## config.mk

```make
export PLATFORM = sky130hd
export DESIGN_NAME = button_input_bank
export DESIGN_NICKNAME = d
export VERILOG_FILES = /design/src/rtl/button_pkg.sv /design/src/rtl/debounce_channel.sv /design/src/rtl/button_input_bank.sv
export SDC_FILE = /design/constraint.sdc
export NUM_CORES = 1
export LEC_CHECK = 0
export CAP_MARGIN = 20
export CORE_AREA = 4 4 189 191
export CTS_BUF_LIST = sky130_fd_sc_hd__clkbuf_8
export DETAILED_ROUTE_END_ITERATION = 12
export DIE_AREA = 0 0 193 195
export PLACE_DENSITY = 0.64
export SKIP_LAST_GASP = 1
export SLEW_MARGIN = 15
export SYNTH_ARGS = -nofsm -noshare
export SYNTH_HDL_FRONTEND = slang
export SYNTH_SLANG_ARGS = --single-unit
export TNS_END_PERCENT = 10
```

## constraint.sdc

```tcl
create_clock -name clk -period 9.8 [get_ports clk]
set_input_delay 0.98 -clock clk [delete_from_list [all_inputs] [get_ports clk]]
set_output_delay 0.98 -clock clk [all_outputs]
set_load 0.005 [all_outputs]
```

## src/rtl/button_pkg.sv

```systemverilog
// rtl/button_pkg.sv - shared channel indices and repeat FSM state type for the button bank
package button_pkg;

  localparam int BTN_UP      = 0;
  localparam int BTN_DOWN    = 1;
  localparam int BTN_LEFT    = 2;
  localparam int BTN_RIGHT   = 3;
  localparam int BTN_ACTION  = 4;
  localparam int BTN_LINKS   = 5;
  localparam int BTN_RECHTS  = 6;
  localparam int BTN_ZENTRUM = 7;

  typedef enum logic [1:0] {
    IDLE  = 2'd0,
    DELAY = 2'd1,
    RATE  = 2'd2
  } repState_t;

endpackage

```

## src/rtl/debounce_channel.sv

```systemverilog
// rtl/debounce_channel.sv - one button: synchroniser, debouncer, edge pulses, auto-repeat FSM
module debounce_channel
  import button_pkg::*;
#(
  parameter int DEB_CYCLES   = 50000,
  parameter int REPEAT_DELAY = 25000000,
  parameter int REPEAT_RATE  = 5000000,
  parameter bit REPEAT_EN    = 1'b1
) (
  input  logic clk,
  input  logic reset,
  input  logic btnRaw,
  output logic btnState,
  output logic btnPress,
  output logic btnRelease,
  output logic btnRepeat
);

  localparam int DW   = $clog2(DEB_CYCLES + 1);
  localparam int RMAX = (REPEAT_DELAY > REPEAT_RATE) ? REPEAT_DELAY : REPEAT_RATE;
  localparam int RW   = $clog2(RMAX + 1);
  localparam logic [DW-1:0] DEB_LAST   = DW'(DEB_CYCLES - 1);
  localparam logic [RW-1:0] DELAY_LOAD = RW'(REPEAT_DELAY - 1);
  localparam logic [RW-1:0] RATE_LOAD  = RW'(REPEAT_RATE - 1);

  logic [1:0]    syncFf;
  logic [DW-1:0] debCnt;
  logic          disagree;
  logic          flip;
  logic          rise;
  logic          fall;
  repState_t     repState;
  repState_t     repNext;
  logic [RW-1:0] repCnt;
  logic [RW-1:0] repCntNext;
  logic          repeatNext;

  assign disagree = syncFf[1] ^ btnState;
  assign flip     = disagree && (debCnt == DEB_LAST);
  assign rise     = flip && !btnState;
  assign fall     = flip && btnState;

  always_ff @(posedge clk or posedge reset) begin
    if (reset) begin
      syncFf     <= '0;
      debCnt     <= '0;
      btnState   <= 1'b0;
      btnPress   <= 1'b0;
      btnRelease <= 1'b0;
    end else begin
      syncFf     <= {syncFf[0], btnRaw};
      // Any agreeing cycle restarts the count, so short glitches never flip the level
      debCnt     <= (!disagree || flip) ? '0 : debCnt + DW'(1);
      btnState   <= btnState ^ flip;
      btnPress   <= rise;
      btnRelease <= fall;
    end
  end

  always_ff @(posedge clk or posedge reset) begin
    if (reset) begin
      repState  <= IDLE;
      repCnt    <= '0;
      btnRepeat <= 1'b0;
    end else begin
      repState  <= repNext;
      repCnt    <= repCntNext;
      btnRepeat <= repeatNext;
    end
  end

  always_comb begin
    repNext    = repState;
    repCntNext = repCnt;
    repeatNext = 1'b0;
    case (repState)
      IDLE: begin
        if (rise) begin
          repNext    = DELAY;
          repCntNext = DELAY_LOAD;
          repeatNext = 1'b1;
        end
      end
      DELAY: begin
        if (repCnt != '0) begin
          repCntNext = repCnt - RW'(1);
        end else if (REPEAT_EN) begin
          repNext    = RATE;
          repCntNext = RATE_LOAD;
          repeatNext = 1'b1;
        end
      end
      RATE: begin
        if (repCnt != '0) begin
          repCntNext = repCnt - RW'(1);
        end else begin
          repCntNext = RATE_LOAD;
          repeatNext = 1'b1;
        end
      end
      default: repNext = IDLE;
    endcase
    // Release wins over any pending repeat pulse
    if (fall) begin
      repNext    = IDLE;
      repCntNext = '0;
      repeatNext = 1'b0;
    end
  end

endmodule

```

## src/rtl/button_input_bank.sv

```systemverilog
// rtl/button_input_bank.sv - bank of independent debounced button channels with press summary
module button_input_bank
  import button_pkg::*;
#(
  parameter int               N_BTN        = 8,
  parameter int               DEB_CYCLES   = 50000,
  parameter int               REPEAT_DELAY = 25000000,
  parameter int               REPEAT_RATE  = 5000000,
  parameter logic [N_BTN-1:0] REPEAT_MASK  = 8'b0000_1111
) (
  input  logic             clk,
  input  logic             reset,
  input  logic [N_BTN-1:0] btn_in,
  output logic [N_BTN-1:0] btn_state,
  output logic [N_BTN-1:0] btn_press,
  output logic [N_BTN-1:0] btn_release,
  output logic [N_BTN-1:0] btn_repeat,
  output logic             any_press
);

  for (genvar i = 0; i < N_BTN; i++) begin : gChan
    debounce_channel #(
      .DEB_CYCLES  (DEB_CYCLES),
      .REPEAT_DELAY(REPEAT_DELAY),
      .REPEAT_RATE (REPEAT_RATE),
      .REPEAT_EN   (REPEAT_MASK[i])
    ) uChan (
      .clk       (clk),
      .reset     (reset),
      .btnRaw    (btn_in[i]),
      .btnState  (btn_state[i]),
      .btnPress  (btn_press[i]),
      .btnRelease(btn_release[i]),
      .btnRepeat (btn_repeat[i])
    );
  end

  assign any_press = |btn_press;

endmodule

```

==> metrics.md, run 1 <==
| Metric | Value |
|---|---|
| 1st-pass router iterations | `5` |
| Hold_ws | `roughly 0.34 ns` |
| Clock sink total | `288` |
| Post-CTS Hold Buffers | `0` |
| F_max | `roughly 310 MHz` |
| Cells after Synth | `1,561` |
| Setup TNS | `0 ns` |
| DRC | `0` |
| Tcrit/Tclk final | `0.329` |
| I/O pin count | `43` |
| Max_slew headroom | `0.289` |
| CP cell instances | `or4b_2 > nor4_1 > a21oi_1 > nor2_1 > a32oi_1 > nor2_1` |
| Nets | `1,628` |
| CTS Buf Count | `49` |
| CTS tree | `done` |
| H-tree levels | `2` |
| Via/cell ratio | `5.48` |
| Switching power | `about 0.00054 W` |
| Vias in the first global route | `~11k` |
| Clock power share | `0.459` |
| Final GP Congestion | `between 0.8 and 0.9` |
| Pleak | `roughly 7.5 nW` |
| Worst-Margin Slew | `about 1.1 ns` |
| Setup violators final | `0` |
| Initial DRC Count | `between 700 and 800` |
| Comb pwr share | `0.023` |
| Cts repair resizes | `0` |
| Detailed placement HPWL | `~20,000 um` |
| Pint | `between 0.0015 and 0.002 W` |
| Initial Util | `0.435` |
| Peak fanout along the critical path | `13` |
| Critical Path RT | `around 10 ns` |
| Crit path buf inv count | `0` |
| Status | `completed` |
| I/O Buffers | `42` |
| Gr usage total | `0.163` |
| Cell Area, Synth | `14,800 um2` |
| Post-synth EDFFs | `0` |
| Slowest-stage cell, CP | `nor2_1` |
| Antenna violations before repair | `0` |
| Final hold violation count | `0` |
| Unique masters post-synth | `between 80 and 90` |
| Synthesized net count | `between 1.5k and 2k` |
| Post-synth ARST share | `1.00` |
| First-pass GRT wire length | `approximately 53,000 um` |
| Worst path top cell family by delay | `simple AND/OR/NAND/NOR gates` |
| Area of the multi-input gates | `6990 um2` |
| Seq/Total Area, Yosys | `0.486` |
| Clock latency on the worst-skew pair | `between 0.5 and 0.6 ns` |
| Rows | `68` |
| Slew Viols, Final | `0` |
| Net Sw Frac | `0.231` |
| CP startpoint kind | `flip-flop` |
| PwrDens | `around 140 nW/um2` |
| Setup Skew | `around 0.016 ns` |
| Slowest cell delay on critical path | `around 0.85 ns` |
| CP Capture Type | `flip-flop` |
| Clock Root Buffer | `clkbuf_8` |
| DRT Wirelength | `slightly above 30,000 um` |
| Largest net degree at the start of global routing | `150` |
| CP most frequent cell | `nor2_1` |
| Sequential share of power | `0.518` |
| Yosys Warn Count | `0` |
| #FFs+latches synth | `288` |
| Clock Tree Buf Depth | `3` |
| Clk slew on worst S/H paths | `around 0.06 ns` |
| Final global-route overflow total | `0` |
| Layout cells sized above 1 | `0.0817` |
| Ant diodes | `0` |
| Crit path arrival time | `3.72 ns` |
| DIE WIDTH | `193 um` |
| Core ar. | `approximately 34,000 um2` |
| Max_cap viols | `0` |
| Die area | `37,600 um2` |
| Final ANT Viol Nets | `0` |
| Unrepaired setup endpoints after global routing | `false` |
| Area Growth Syn to Fin | `11.2%` |
| # Post-CTS Setup Buffers | `0` |
| Die H | `195 um` |
| Avg Cell Area, Syn | `between 9 and 10 um2` |
| Fillers | `~3.1k` |
| CP Class | `flip-flop to flip-flop` |
| Seq. cell area | `~7200 um2` |
| Final min period | `between 3 and 4 ns` |
| VDD IR max | `approximately 0.088 mV` |
| Wire per inst | `14.6 um` |
| Vias | `around 11k` |
| Worst hold-check path type | `flip-flop to flip-flop` |
| Top FF cell, synth | `dfrtp_1` |
## power groups by stage
| stage | Sequential (W) | Clock, W | Combinational [W] |
|---|---|---|---|
| detailed placement | 0.00123 | 0 | 0.0000556 |
| global route | 0.00121 | 0.00118 | 0.0000646 |
| floorplan | 0.00123 | 0 | 0.0000394 |
| global placement | 0.00123 | 0 | 0.0000545 |
| finish | 0.00121 | 0.00108 | 0.0000543 |
| CTS | 0.00121 | 0.00112 | 0.0000558 |
## final timing paths
kind / from / end / slack [ns] / cells after the start
max in group asynchronous: reset / gChan[2].uChan.debCnt[2] / 7.76 / 3
min reg2reg: gChan[2].uChan.syncFf[0] / gChan[2].uChan.syncFf[1] / 0.34 / 0
min in group asynchronous: reset / gChan[2].uChan.repCnt[18] / 0.80 / 2
max reg2reg: gChan[1].uChan.debCnt[10] / gChan[1].uChan.repCnt[7] / 6.58 / 6
max: gChan[1].uChan.debCnt[10] / gChan[1].uChan.repCnt[7] / 6.58 / 6
min: gChan[2].uChan.syncFf[0] / gChan[2].uChan.syncFf[1] / 0.34 / 0
## layer usage
metal  track usage  part of all wire
met3        0.0281             0.040
met4        0.0517             0.024
met2         0.260              0.45
met5             0                 0
met1         0.229              0.48
## layout make-up
| type | count | share of cell area |
|---|---|---|
| Clock buffer | 64 | 0.0534 |
| Timing Repair Buffer | 51 | 0.0308 |
| Clock inverter | 26 | 0.00705 |
| Sequential cell | 288 | 0.437 |
| Tap cell | 455 | 0.0345 |
| Multi-Input combinational cell | 1140 | 0.424 |
| Inverter | 59 | 0.0139 |
## logic make-up (layout without fill, tap and decap cells)
logic type	after synthesis	in the layout	share of synthesized area
xor+xnor	112	112	0.0661
flops	288	288	0.486
mux	11	11	0.00793
buf+inv	133	200	0.0435
fa+ha+maj	30	30	0.0251
simple gates	687	687	0.235
compound gates	300	300	0.136
## sequential cells by signal, indices dropped and copies added (netlist names), named ones only
register and count:
gChan.uChan.syncFf 16, gChan.uChan.btnRelease 8, gChan.uChan.btnRepeat 8, gChan.uChan.repCnt 100, gChan.uChan.repState 12, gChan.uChan.debCnt 128, gChan.uChan.btnPress 8
## placed cells by master, fill, tap and decap left out, drive strengths merged, types with 11 or more instances in the layout
cell type	synthesis	layout
nor4	33	33
xnor2	50	50
ha	29	29
a21oi	52	52
inv	59	72
xor2	62	62
clkdlybuf4s50	0	42
nand3	74	74
a22oi	15	15
or4	19	19
o21ai	93	93
a22o	22	22
nor2	231	231
or2	13	13
clkinv	0	12
and3	25	25
o31ai	27	27
or3	27	27
a311oi	14	14
nand2b	20	20
nor3b	11	11
dfrtp	288	288
nor3	54	54
nand4	24	24
nand2	105	105
clkbuf	30	64
## cells in the mapped netlist (6+ instances only)
library cell	number	area, um2
a21boi_0	7	52.6
a21o_1	9	67.6
a21oi_1	52	260
a22o_1	20	175
a22oi_1	15	113
a311oi_1	14	123
a31oi_1	6	37.5
and2_1	7	43.8
and3_1	24	150
and4_1	7	61.3
buf_2	9	45.0
buf_4	32	240
clkbuf_1	30	113
dfrtp_1	288	7210
ha_1	29	363
inv_1	59	221
mux2_2	6	67.6
nand2_1	105	394
nand2b_1	19	119
nand3_1	74	370
nand4_1	24	150
nor2_1	230	863
nor2b_1	10	62.6
nor3_1	53	265
nor3b_1	10	75.1
nor4_1	31	194
nor4b_1	6	52.6
o211ai_1	8	60.1
o21a_1	9	67.6
o21ai_0	84	420
o21ai_1	7	35.0
o31ai_1	25	188
o41ai_1	7	61.3
or2_2	13	81.3
or3_1	26	163
or4_1	16	120
xnor2_1	50	438
xor2_1	62	543
## per-stage QoR
step	power, W	std cells	instance area (um2)	utilization	worst slack [ns]
6_report	0.00234	2083	16500	0.484	6.58
5_1_grt	0.00246	2083	16500	0.484	6.25
4_1_cts	0.00239	2082	16500	0.483	6.51
3_5_place_dp	0.00129	1992	15500	0.453	6.50
3_3_place_gp	0.00129	1991	15500	0.453	6.48
2_1_floorplan	0.00127	1561	14800	-	0.871
No activity file was read; power rests on OpenSTA's default activity.
==> run 2: changes to the inputs <==
==> constraint.sdc (replaced) <==
create_clock -name clk -period 3.1 [get_ports clk]
set_input_delay 0.31 -clock clk [delete_from_list [all_inputs] [get_ports clk]]
set_output_delay 0.31 -clock clk [all_outputs]
set_load 0.005 [all_outputs]
==> run 2 against run 1 <==
Against the previous run:
- cell area increased by 1.2%
- first-iteration DRC count down 16%
- wire length increased by 2.2%
- clock skew up 0.014 ns
- critical path depth rose by 1
- count of clock-buffer cells in the layout is 1 lower
- worst setup slack got worse by 6.3 ns
- non-clock buffer count grew 25
- sequential cell count stayed put
- critical endpoint unchanged
- via count increased by 0.53%
- highest routed layer unchanged
- sequential share of layout area shrank 0.51 points
==> metrics.md, run 2 (synthesis gave the netlist of run 1 again) <==
| Metric | Value |
|---|---|
| Status | `completed` |
| Setup violators final | `0` |
| H-tree levels | `2` |
| Most frequent cells in the layout | `dfrtp_1 (288), nor2_1 (230), nand2_1 (105)` |
| Crit path arrival time | `between 3 and 4 ns` |
| Placed cell area | `around 16,000 um2` |
| DRT Wirelength | `31,200 um` |
| DIE WIDTH | `a little under 200 um` |
| Gr usage total | `0.166` |
| Commonest non-fill, non-tap cell in the layout | `dfrtp_1` |
| Die H | `roughly 200 um` |
| Hold_ws | `~0.15 ns` |
| 1st-pass router iterations | `5` |
| Final instance area | `approximately 17,000 um2` |
| I/O pin count | `43` |
| Detailed placement HPWL | `slightly above 20,000 um` |
| CP startpoint kind | `flip-flop` |
| Final Worst Setup Slack | `approximately 0.33 ns` |
| Worst hold-check path type | `input port to async pin` |
| I/O Buffers | `42` |
| Initial DRC Count | `650` |
| Top reg by flops | `gChan.uChan.debCnt` |
| Clock sink total | `about 290` |
| CP Capture Type | `flip-flop` |
| Slew Viols, Final | `0` |
| Via/cell ratio | `about 5.5` |
| DRC | `0` |
| Peak fanout along the critical path | `11` |
| CP Class | `flip-flop to flip-flop` |
| Max_slew headroom | `0.383` |
| Tcrit/Tclk final | `0.894` |
| Pleak | `7.59 nW` |
| Die area | `approximately 38,000 um2` |
| Unrepaired setup endpoints after global routing | `false` |
| Fillers | `between 3k and 4k` |
| Vias | `about 11k` |
| Final ANT Viol Nets | `0` |
| Final global-route overflow total | `0` |
| Ant diodes | `0` |
| Wire per inst | `14.8 um` |
| First-pass GRT wire length | `between 50,000 and 60,000 um` |
| Clock latency on the worst-skew pair | `0.59 ns` |
| Nets | `1,655` |
| Area Growth Syn to Fin | `12.5%` |
| Post-CTS Hold Buffers | `0` |
| CTS Buf Count | `51` |
| Top flop regs | `gChan.uChan.debCnt (128), gChan.uChan.repCnt (100), gChan.uChan.syncFf (16)` |
| Vias in the first global route | `around 11k` |
| Core ar. | `between 30,000 and 40,000 um2` |
| Max_cap viols | `0` |
| Critical Path RT | `3.62 ns` |
| Rows | `between 60 and 70` |
| Worst-Margin Slew | `slightly above 0.9 ns` |
| Area of the multi-input gates | `roughly 7000 um2` |
| Final min period | `about 2.8 ns` |
| Clk slew on worst S/H paths | `0.06 ns` |
| PwrDens | `about 450 nW/um2` |
| Largest register FFs | `roughly 130` |
| Final hold violation count | `0` |
| Seq. cell area | `between 7000 and 8000 um2` |
| # Post-CTS Setup Buffers | `0` |
| Cts repair resizes | `0` |
| CTS tree | `done` |
| Setup Skew | `between 0.03 and 0.04 ns` |
| Layout cells sized above 1 | `0.0915` |
| Util after Layout | `0.489` |
| Largest net degree at the start of global routing | `91` |
| Final GP Congestion | `0.817` |
| Initial Util | `0.435` |
| F_max | `between 300 and 400 MHz` |
| VDD IR max | `0.322 mV` |
| Clock Root Buffer | `clkbuf_8` |
| Clock Tree Buf Depth | `3` |
| Antenna violations before repair | `0` |
| Pre-CTS setup slack | `between 0.3 and 0.4 ns` |
[run 2: cell types whose count changed in the layout (fill, tap and decap cells not counted), sizes merged]
cell / previous run / this run
buf: 9 / 34
bufinv: 0 / 1
clkbuf: 64 / 63
clkinv: 12 / 4
inv: 72 / 77
[run 2: final timing paths]
kind	start	slack, ns	end	cells after the start
max in group asynchronous	reset	2.09	gChan[2].uChan.debCnt[8]	3
min in group clk	btn_in[5]	0.17	gChan[5].uChan.syncFf[0]	1
hold reg to reg	gChan[1].uChan.syncFf[0]	0.35	gChan[1].uChan.syncFf[1]	0
hold / removal	reset	0.15	gChan[4].uChan.repState[0]	2
setup reg to reg	gChan[1].uChan.debCnt[11]	0.33	gChan[1].uChan.repCnt[7]	7
setup / recovery	gChan[1].uChan.debCnt[11]	0.33	gChan[1].uChan.repCnt[7]	7
[run 2: power breakdown]
part,internal (W),switching [W],total (W)
Combinational,0.0000526,0.000126,0.000179
Clock,0.00190,0.00156,0.00346
Sequential,0.00380,0.0000373,0.00384
[run 2: layout make-up]
cell class	count	area share
flip-flops and latches	288	0.432
inverters	59	0.0135
repair buffers	76	0.0427
multi-input cells	1140	0.418
clock inverters	24	0.00787
well taps	455	0.0341
clock buffers	63	0.0519
[run 2: through the flow]
stage	setup TNS, ns	cells	power, W
after CTS	0	2105	0.00762
final	0	2105	0.00748
after floorplan	-296.41	1561	0.00402
after global routing	0	2105	0.00782
after global placement	0	2018	0.00408
after detailed placement	0	2018	0.00409
[run 2: worst max-delay path, cell delays in order (launching register included)]
cell and delay (ns):
dfrtp_1 0.42, or4b_2 0.67, nor4_1 0.48, a21oi_1 0.40
nor2_1 0.28, buf_4 0.22, a32oi_1 0.12, nor2_1 0.10
[run 2: per-layer routing]
metal / vias up / track usage / wire [um]
li1: 5660 / - / -
met1: 5562 / 0.232 / 14800
met2: 195 / 0.265 / 14400
met3: 61 / 0.0304 / 1230
met4: 0 / 0.0483 / 740
met5: - / 0 / 0
==> run 3: changes to the inputs <==
--- a/config.mk
+++ b/config.mk
@@ -10,6 +10,7 @@
 export CTS_BUF_LIST = sky130_fd_sc_hd__clkbuf_8
 export DETAILED_ROUTE_END_ITERATION = 12
 export DIE_AREA = 0 0 193 195
+export GPL_TIMING_DRIVEN = 0
 export PLACE_DENSITY = 0.64
 export SKIP_LAST_GASP = 1
 export SLEW_MARGIN = 15
==> constraint.sdc (replaced) <==
create_clock -name clk -period 2.9 [get_ports clk]
set_input_delay 0.29 -clock clk [delete_from_list [all_inputs] [get_ports clk]]
set_output_delay 0.29 -clock clk [all_outputs]
set_load 0.005 [all_outputs]
==> run 3 against run 2 <==
Against the previous run:
- register-to-register slack worse by 0.28 ns
- non-clock buffer count increased by 50
- largest power group is now the clock network
- clock skew fell by 0.0053 ns
- sequential power grew 6.8%
- wire length rose by 2.1%
- sequential cell count unchanged
- worst setup slack worse by 0.28 ns
- first-iteration DRC count down 17%
==> metrics.md, run 3 (synthesis gave the netlist of run 1 again) <==
| Metric | Value |
|---|---|
| Status | `completed` |
| Pre-CTS setup slack | `-0.127 ns` |
| I/O Buffers | `42` |
| Die H | `about 200 um` |
| CP Class | `flip-flop to flip-flop` |
| Layout cells sized above 1 | `0.114` |
| Commonest non-fill, non-tap cell in the layout | `dfrtp_1` |
| DRT Wirelength | `31,800 um` |
| I/O pin count | `43` |
| Ant diodes | `0` |
| F_max | `351 MHz` |
| Vias in the first global route | `11.6k` |
| Via/cell ratio | `roughly 5.4` |
| R2R cell count | `8` |
| Peak fanout along the critical path | `7` |
| CTS tree | `done` |
| Crit path arrival time | `roughly 3.3 ns` |
| Rows | `68` |
| Unrepaired setup endpoints after global routing | `true` |
| Detailed placement HPWL | `roughly 22,000 um` |
| Antenna violations before repair | `0` |
| Core ar. | `approximately 34,000 um2` |
| Setup Skew | `0.0251 ns` |
| Vias | `roughly 12k` |
| Top flop regs | `gChan.uChan.debCnt (128), gChan.uChan.repCnt (100), gChan.uChan.syncFf (16)` |
| Fillers | `roughly 3.2k` |
| Final ANT Viol Nets | `0` |
| Clock Root Buffer | `clkbuf_8` |
| Clk slew on worst S/H paths | `about 0.060 ns` |
| Area Growth Syn to Fin | `15.9%` |
| Critical Path Start | `gChan[3].uChan.repCnt[0]` |
| Clock Tree Buf Depth | `3` |
| 1st-pass router iterations | `5` |
| Gr usage total | `0.172` |
| # Post-CTS Setup Buffers | `0` |
| Worst hold-check path type | `input port to async pin` |
| CP Capture Type | `flip-flop` |
| Final Worst Setup Slack | `between 0.05 and 0.06 ns` |
| Top reg by flops | `gChan.uChan.debCnt` |
| CTS Buf Count | `50` |
| Initial Util | `0.435` |
| Largest register FFs | `about 130` |
| Reg2reg start | `gChan[3].uChan.repCnt[0]` |
| Post-CTS Hold Buffers | `0` |
| Tcrit/Tclk final | `0.982` |
| DRC | `0` |
| Pleak | `7.84 nW` |
| Wire per inst | `14.7 um` |
| PwrDens | `493 nW/um2` |
| Final GP Congestion | `around 0.86` |
| Die area | `approximately 38,000 um2` |
| VDD IR max | `about 0.38 mV` |
| Slew Viols, Final | `0` |
| Nets | `around 1.7k` |
| Initial DRC Count | `roughly 540` |
| R2r endpoint | `gChan[3].uChan.repCnt[23]` |
| Critical path endpoint | `gChan[3].uChan.repCnt[23]` |
| Clock sink total | `288` |
| Final global-route overflow total | `0` |
| DIE WIDTH | `193 um` |
| CP startpoint kind | `flip-flop` |
| Largest net degree at the start of global routing | `37` |
| Final min period | `between 2 and 3 ns` |
| Critical Path RT | `3.39 ns` |
| Final hold violation count | `0` |
| Setup violators final | `0` |
| Clock latency on the worst-skew pair | `0.58 ns` |
| Most frequent cells in the layout | `dfrtp_1 (288), nor2_1 (230), nand2_1 (105)` |
| R2r setup slk | `0.05 ns` |
| Max_slew headroom | `0.320` |
| H-tree levels | `2` |
| Worst-Margin Slew | `between 1 and 1.5 ns` |
| Max_cap viols | `0` |
| Hold_ws | `between 0.05 and 0.06 ns` |
| Tot Pwr | `about 0.0085 W` |
| First-pass GRT wire length | `between 50,000 and 60,000 um` |
==> run 3: per-layer routing <==
metal / up-vias / global-route usage / wire length [um]
met1: 5602 / 0.238 / 15100
li1: 5766 / - / -
met2: 215 / 0.274 / 14700
met5: - / 0 / 0
met4: 0 / 0.0551 / 806
met3: 66 / 0.0315 / 1270
==> run 3: critical path, cell delays in order (launching register included) <==
cell and delay [ns]:
dfrtp_1 0.42, inv_1 0.06, ha_1 0.25, nor4b_1 0.17
nor4b_2 0.21, a21boi_1 0.56, nand2_1 0.37, or4_1 0.54
a31oi_1 0.18
==> run 3: layout make-up <==
type | instances | area, um2 | share of cell area
Buffer | 74 | 429 | 0.0250
Timing Repair Buffer | 52 | 621 | 0.0361
Tap cell | 455 | 569 | 0.0331
Clock inverter | 33 | 309 | 0.0180
Inverter | 59 | 225 | 0.0131
Sequential cell | 288 | 7210 | 0.419
Multi-Input combinational cell | 1140 | 7010 | 0.408
Clock buffer | 60 | 826 | 0.0480
==> run 3: report_power, final <==
group,leakage (nW),switching [W],internal (W)
clock network,0.628,0.00173,0.00243
registers,3.97,0.0000398,0.00406
logic,3.24,0.000140,0.0000747
==> run 3: through the flow <==
| step | setup TNS (ns) | instances | utilization | cell area, um2 |
|---|---|---|---|---|
| after detailed placement | -0.930 | 2068 | 0.470 | 16000 |
| after floorplan | -348.25 | 1561 | - | 14800 |
| final | 0 | 2161 | 0.504 | 17200 |
| after global routing | -0.993 | 2161 | 0.504 | 17200 |
| after global placement | -975.68 | 2058 | 0.464 | 15800 |
| after CTS | -0.711 | 2161 | 0.503 | 17200 |
==> run 3: worst min-delay path by stage <==
stage | start | end | slack, ns | depth (start not counted)
final | reset | gChan[4].uChan.syncFf[0] | 0.06 | 2
after global routing | reset | gChan[4].uChan.syncFf[1] | 0.04 | 2
after detailed placement | gChan[5].uChan.syncFf[0] | gChan[5].uChan.syncFf[1] | 0.34 | 0
after CTS | reset | gChan[4].uChan.syncFf[0] | 0.02 | 2
after floorplan | btn_in[0] | gChan[0].uChan.syncFf[0] | 0.32 | 0
after global placement | gChan[2].uChan.syncFf[0] | gChan[2].uChan.syncFf[1] | 0.33 | 0
==> run 3: timing repair <==
action                                  4_1_cts  5_1_grt
gates cloned                                  0        0
endpoints found under the setup margin       16       58
resized for setup                             1       13
==> edit: new RTL, settings of run 2 <==
Re-encode `repState_t` (3 states) as one-hot, 3 bits wide.
--- a/src/rtl/button_pkg.sv
+++ b/src/rtl/button_pkg.sv
@@ -11,8 +11,8 @@
   localparam int BTN_ZENTRUM = 7;
 
-  typedef enum logic [1:0] {
-    IDLE  = 2'd0,
-    DELAY = 2'd1,
-    RATE  = 2'd2
+  typedef enum logic [2:0] {
+    IDLE  = 3'b001,
+    DELAY = 3'b010,
+    RATE  = 3'b100
   } repState_t;
 
Function: same outputs for any inputs over 4 cycles, from zero or initial values and one cycle with reset high; so few cycles prove little.
==> edit against run 2 <==
- hold slack better by 0.0036 ns
- critical path depth increased by 1
- highest routed layer unchanged
- fmax is 2.6% lower
- design area down 0.50%
- sequential cell count grew 8
- power up 7.1%
- die area stayed put
- clock power increased by 13%
- largest cell class unchanged
- cell count shrank 1.8%
- core utilization shrank 0.25 points
- routed wire length fell by 4.0%
- worst setup slack worse by 0.075 ns
- synthesized area down 0.88%
==> edit: results (changes against run 2) <==
* Post-detailed-placement half-perimeter wirelength: 19,800 µm (-3.4%)
- The total number of clock tree sinks came to 296 (+2.8%).
* Clk power: 3900 µW (+13%)
* Total global-route track usage: 16.2% (-0.35 points)
- The setup slack after placement was 0.244 ns (-0.136 ns).
- Worst Clk Skew: 0.0182 ns (-0.0122 ns)
- Synth Area in XOR/XNOR: 6.61% (about the same)
- The final-layout worst hold slack was 0.150 ns (+0.00359 ns).
* WL/cell: 14.5 µm (-2.3%)
- The switching power as a share of total power came to 21.9% (-1.1 points).
* Final-stage net count: 1,594 (-3.7%)
* Part of the Yosys area used for sequential elements: 50.4% (+1.9 points)
- Biggest registers after layout: gChan.uChan.debCnt x128, gChan.uChan.repCnt x100, gChan.uChan.repState x20
- Power in sequential cells: 3940 µW (+3%)
* Number of cells on the worst reg-to-reg path: 8 (+1)
- Power density over the cells: 482 mW/mm² (+7.7%)
- The non-clock buffering overhead in the final layout is 3.68% (-0.60 points).
* Average size of a mapped cell: 9.59 µm² (+0.87%)
* Result of the run: complete, no violations
* Non-filler instance count after layout: 2,068 (-1.8%)
- The area growth from synthesis to layout is 13.0%.
* Library cells used by synthesis: 74 (-11%)
- Fraction of layout instances using a drive strength above 1: 8.87% (-0.28 points)
- The filler cell count in the final layout was 3,152 (-0.47%).
* Number of diodes added for antenna fixing: 1 (+1)
[edit: cell types whose count changed after synthesis, sizes merged, moves of 11 or more]
| cell | before | now |
|---|---|---|
| inv | 59 | 28 |
| nor2 | 231 | 201 |
| a21o | 9 | 33 |
| a31oi | 6 | 28 |
| ha | 29 | 12 |
| nand2b | 20 | 36 |
| a22oi | 15 | 1 |
| a311oi | 14 | 0 |
| and3 | 25 | 37 |
| nor3 | 54 | 66 |
| o21ai | 93 | 105 |
| a21oi | 52 | 41 |
[edit: per-layer routing]
layer | vias up | GRT usage (%) | wire [µm]
met1 | 5434 | 22.6 | 14400
met3 | 54 | 3.16 | 1340
met2 | 176 | 25.5 | 13500
met5 | - | 0 | 0
met4 | 0 | 5.64 | 743
li1 | 5565 | - | -
